==> config.mk <==
export PLATFORM = sky130hd
export DESIGN_NAME = button_debouncer_flat
export DESIGN_NICKNAME = d
export VERILOG_FILES = /design/src/rtl/button_debouncer_if.sv /design/src/rtl/button_debouncer.sv /design/src/flat_wrapper.sv
export SDC_FILE = /design/constraint.sdc
export NUM_CORES = 1
export LEC_CHECK = 0
export ABC_AREA = 1
export BUFFER_PORTS_ARGS = -buffer_cell sky130_fd_sc_hd__buf_2
export CAP_MARGIN = 20
export CORE_UTILIZATION = 53
export CTS_CLUSTER_SIZE = 8
export DETAILED_ROUTE_END_ITERATION = 8
export PLACE_DENSITY = 0.74
export SYNTH_ARGS = -nofsm -noshare
export SYNTH_HDL_FRONTEND = slang
export SYNTH_SLANG_ARGS = --single-unit
==> constraint.sdc <==
create_clock -name clk -period 1.51 [get_ports clk]
set_clock_uncertainty 0.1 [all_clocks]
set_input_delay 0.151 -clock clk [delete_from_list [all_inputs] [get_ports clk]]
set_output_delay 0.151 -clock clk [all_outputs]
set_load 0.03 [all_outputs]
==> src/rtl/button_debouncer_if.sv <==
// Push-button debouncer signal bundle.
// slave: debouncer side, master: button/consumer side.
interface button_debouncer_if;
  logic btn_in;
  logic btn_level;
  logic btn_rise;
  logic btn_fall;
  logic busy;

  modport master (
    output btn_in,
    input  btn_level,
    input  btn_rise,
    input  btn_fall,
    input  busy
  );

  modport slave (
    input  btn_in,
    output btn_level,
    output btn_rise,
    output btn_fall,
    output busy
  );
endinterface

==> src/rtl/button_debouncer.sv <==
// Push-button debouncer: 2-FF synchronizer followed by
// a four-state qualification FSM with rise/fall pulses.
module button_debouncer #(
  parameter int STABLE_CYCLES = 1000,
  parameter int CNT_W         = 16
) (
  input logic clk,
  input logic rst_n,
  button_debouncer_if.slave bus
);

  typedef enum logic [1:0] {
    IDLE_LOW,
    WAIT_HIGH,
    IDLE_HIGH,
    WAIT_LOW
  } state_t;

  localparam logic [CNT_W-1:0] CNT_LAST =
    CNT_W'(STABLE_CYCLES - 1);
  localparam logic [CNT_W-1:0] CNT_ONE = CNT_W'(1);

  logic             sync1_q;
  logic             sync2_q;
  state_t           state_q;
  logic [CNT_W-1:0] cnt_q;
  logic             level_q;
  logic             rise_q;
  logic             fall_q;

  always_ff @(posedge clk) begin
    if (!rst_n) begin
      sync1_q <= 1'b0;
      sync2_q <= 1'b0;
    end else begin
      sync1_q <= bus.btn_in;
      sync2_q <= sync1_q;
    end
  end

  // Any reversion during WAIT_* drops back to idle with
  // a cleared count, so requalification starts from 1.
  always_ff @(posedge clk) begin
    if (!rst_n) begin
      state_q <= IDLE_LOW;
      cnt_q   <= '0;
      level_q <= 1'b0;
      rise_q  <= 1'b0;
      fall_q  <= 1'b0;
    end else begin
      rise_q <= 1'b0;
      fall_q <= 1'b0;
      unique case (state_q)
        IDLE_LOW: begin
          if (sync2_q) begin
            state_q <= WAIT_HIGH;
            cnt_q   <= CNT_ONE;
          end else begin
            cnt_q <= '0;
          end
        end
        WAIT_HIGH: begin
          if (!sync2_q) begin
            state_q <= IDLE_LOW;
            cnt_q   <= '0;
          end else if (cnt_q == CNT_LAST) begin
            state_q <= IDLE_HIGH;
            cnt_q   <= '0;
            level_q <= 1'b1;
            rise_q  <= 1'b1;
          end else begin
            cnt_q <= cnt_q + CNT_ONE;
          end
        end
        IDLE_HIGH: begin
          if (!sync2_q) begin
            state_q <= WAIT_LOW;
            cnt_q   <= CNT_ONE;
          end else begin
            cnt_q <= '0;
          end
        end
        WAIT_LOW: begin
          if (sync2_q) begin
            state_q <= IDLE_HIGH;
            cnt_q   <= '0;
          end else if (cnt_q == CNT_LAST) begin
            state_q <= IDLE_LOW;
            cnt_q   <= '0;
            level_q <= 1'b0;
            fall_q  <= 1'b1;
          end else begin
            cnt_q <= cnt_q + CNT_ONE;
          end
        end
        default: begin
          state_q <= IDLE_LOW;
          cnt_q   <= '0;
        end
      endcase
    end
  end

  assign bus.btn_level = level_q;
  assign bus.btn_rise  = rise_q;
  assign bus.btn_fall  = fall_q;
  assign bus.busy      = (state_q == WAIT_HIGH) ||
                         (state_q == WAIT_LOW);

endmodule

==> src/flat_wrapper.sv <==
// flat-port wrapper written by rule: the top's interface ports become plain ports
module button_debouncer_flat 
#(
  parameter int STABLE_CYCLES = 1000,
  parameter int CNT_W         = 16
)
  (clk, rst_n, bus_btn_in, bus_btn_level, bus_btn_rise, bus_btn_fall, bus_busy);
  button_debouncer_if bus_i ();
  input logic clk;
  input logic rst_n;
  input wire logic [$bits(bus_i.btn_in)-1:0] bus_btn_in;
  output wire logic [$bits(bus_i.btn_level)-1:0] bus_btn_level;
  output wire logic [$bits(bus_i.btn_rise)-1:0] bus_btn_rise;
  output wire logic [$bits(bus_i.btn_fall)-1:0] bus_btn_fall;
  output wire logic [$bits(bus_i.busy)-1:0] bus_busy;
  assign bus_i.btn_in = bus_btn_in;
  assign bus_btn_level = bus_i.btn_level;
  assign bus_btn_rise = bus_i.btn_rise;
  assign bus_btn_fall = bus_i.btn_fall;
  assign bus_busy = bus_i.busy;
  button_debouncer #(.STABLE_CYCLES(STABLE_CYCLES), .CNT_W(CNT_W)) u_core (.clk(clk), .rst_n(rst_n), .bus(bus_i));
endmodule
==> summary.md <==
| Metric | Value |
|---|---|
| Post-Route Utilization | between 60% and 70% |
| Die W | 50.7 microns |
| CTS Buffer Depth | 2 |
| Drt pass-1 iters | 4 |
| Relative max-transition margin | 77.2% |
| Status | complete, no violations |
| Peak Freq | approximately 690 MHz |
| Post-synth top flop | dfxtp_1 |
| Clk root buf | clkbuf_4 |
| Setup ws final | 55.9 ps |
| Avg Cell Area, Syn | 7.17 sq um |
| Sequential fraction of the synthesis area | 36.7% |
| Cell variety after synth | 28 |
| YS warnings | 0 |
| #FFs+latches synth | 23 |
| Worst slack at placement | 8.64 ps |
| Hold Path Class | register to register |
| Vias per std cell | 5.18 |
| Die area | ~2600 sq um |
| Synthesis-to-finish area growth | 12.6% |
| Die height | 50.7 microns |
| GP Congestion | 0.991 |
| GR Util All Layers | 22.6% |
| GRT busiest layer | met2 |
| Crit path max fanout | 8 |
| Total congestion overflow | 0 |
| Maximum vdd drop | 0.426 mV |
| Minimum clock period | about 1500 ps |
| Core ar. | 2210 sq um |
| Antenna violations before repair | 0 |
| Syn Inst Count | 175 |
| Half-perimeter wire length after placement | 1840 microns |
| I/O Pins | 7 |
| Synth top area cells | dfxtp_1 (37%), nor2_1 (8.7%), nand2_1 (8.4%) |
| Largest net degree at the start of global routing | 14 |
| Max-cap check violation count | 0 |
| Placed cells | 207 |
| PnR Total Power | 0.000939 W |
| Number of synthesized flops with an enable pin | 0 |
| Crit Path Class | input pin to register |
| WP data required | 1660 ps |
| DR WL/cell | 11.6 microns |
| Vias in the first global route | 1081 |
| Total Nets Final | 193 |
| Vias | between 1000 and 1500 |
| Final setup fails | 0 |
| Crit share post-route | a little over nine tenths |
| Later-pin clock latency in the skew report | slightly above 300 ps |
| Met3 global-route usage | 4.24% |
| Post-Route Setup TNS | 0 ps |
| Initial DRC count | 31 |
| Final ANT Viol Nets | 0 |
| WL final | 2510 microns |
| IO buf count | 6 |
| Synthesized area | 1250 sq um |
| TritonCTS buffer count | 3 |
| Ys async rst share | 0% |
| Met2 GRT Util | 36.0% |
| Mapped Nets | 179 |
| Leak | 0.531 nW |
| Worst EP arrival | 1600 ps |
| Ant. Diodes | 0 |
| Worst-margin pin slew | between 300 and 400 ps |
| Yosys top cell area share | 36.7% |
| Worst setup SP type | input pin |
| GR Util met1 | 30.1% |
| Power per standard cell area | approximately 660 nW/um^2 |
| CP Capture Type | register |
| Top cell type by total area after synthesis | dfxtp_1 |
| Final Instance Count excl. Fillers | 216 |
| Initial Util | 56.7% |
| DRC viols | 0 |
| Global-route wire length before repair | 4370 microns |
| Fin. max-slew vios | 0 |
| Sink Count | 23 |
| Share of post-route cells with drive strength above 1 | 26.6% |
| Clock transition at path regs | 130 ps |
| Hold violation count in the final report | 0 |
| CTS tree | built |
| Htree depth | 1 |
| Num rows | 17 |
cells by family (layout without fill, tap and decap cells):
kind of cell / after synthesis / count (layout) / share of synthesized area, %
flops: 23 / 23 / 36.7
buf+inv: 30 / 42 / 10.6
compound gates: 11 / 11 / 5.48
simple gates: 105 / 106 / 42.8
xor+xnor: 5 / 5 / 3.49
fa+ha+maj: 1 / 1 / 0.997
worst max-delay path: stages:
cell and delay [ps]:
dlygate4sd3_1 520, buf_2 180, inv_1 100, a21oi_4 270
nand3_4 200, nor3_2 180
synthesized netlist by cell type, types with 3 or more instances:
cell type	number
a21oi_1	5
dfxtp_1	23
inv_1	23
inv_2	3
nand2_1	28
nand2_2	7
nand3_1	11
nand4_1	3
nor2_1	29
nor2_2	12
nor3_1	7
xor2_1	3
worst paths after layout:
path,from,to,slack [ps],cells past startpoint
hold / removal,u_core.sync1_q,u_core.sync2_q,330,2
setup / recovery,rst_n,u_core.cnt_q[12],60,6
setup reg to reg,u_core.cnt_q[0],u_core.cnt_q[12],90,8
hold reg to reg,u_core.sync1_q,u_core.sync2_q,330,2
routing by layer:
metal  vias to the layer above  part of all wire (%)
li1                        570                     -
met1                       520                    47
met2                        23                    46
met3                         6                   4.9
met4                         0                   1.9
met5                         -                     0
cells in the final DEF, fill, tap and decap left out:
cell type	synthesis	routed
a21oi_1	5	5
inv_2	3	3
o21ai_0	2	2
nand3_4	1	2
xor2_1	3	3
nor3_2	2	4
dfxtp_2	0	2
nor2_4	2	4
nor2_2	12	10
nand2_4	1	2
nor3b_1	1	1
o22ai_1	1	1
nor3_1	7	5
clkbuf_4	0	3
o21ai_1	1	1
nor3_4	1	1
nand2_2	7	7
dfxtp_1	23	21
nand3_1	11	11
xnor2_1	2	2
dlygate4sd3_1	0	3
nand2_1	28	27
ha_2	0	1
nor2_1	29	29
buf_4	0	2
inv_1	23	23
nand4_1	3	3
a31oi_1	1	1
clkinv_2	1	2
a21oi_4	1	1
buf_2	2	6
per-stage QoR:
stage          hold slack [ps]  instance area (sq um)
6_report                   331                   1410
5_1_grt                    351                   1410
4_1_cts                    328                   1370
3_5_place_dp               240                   1300
3_3_place_gp               234                   1300
2_1_floorplan              149                   1250
final cells by class:
| class | instances | area (sq um) |
|---|---|---|
| clock buffer | 3 | 22.5 |
| clock inverter | 1 | 5.00 |
| fill | 213 | 800 |
| inverter | 27 | 103 |
| multi-input combinational | 123 | 709 |
| sequential | 23 | 463 |
| tap | 28 | 35.0 |
| timing repair buffer | 11 | 75.1 |
repair_timing:
action                     4_1_cts  5_1_grt
hold endpoints to repair         2        0
buffers inserted                 0        1
hold buffers                     3        0
gates cloned                     1        0
gates resized for setup          0       10
setup endpoints to repair        2       16
pin swaps                        0        3
registers in the layout, summed over array words and instances (netlist names), named ones only:
| register | flops |
|---|---|
| u_core.cnt_q | 16 |
| u_core.sync1_q | 1 |
| u_core.bus.btn_rise | 1 |
| u_core.state_q | 1 |
| u_core.bus.btn_fall | 1 |
| u_core.sync2_q | 1 |
| u_core.bus.btn_level | 1 |
power breakdown:
part	internal [W]	switching (W)
Combinational	0.0000141	0.0000226
Sequential	0.000613	0.00000537
Clock	0.0000989	0.000186
Total	0.000726	0.000214
Power figures use the tool's default switching activity.
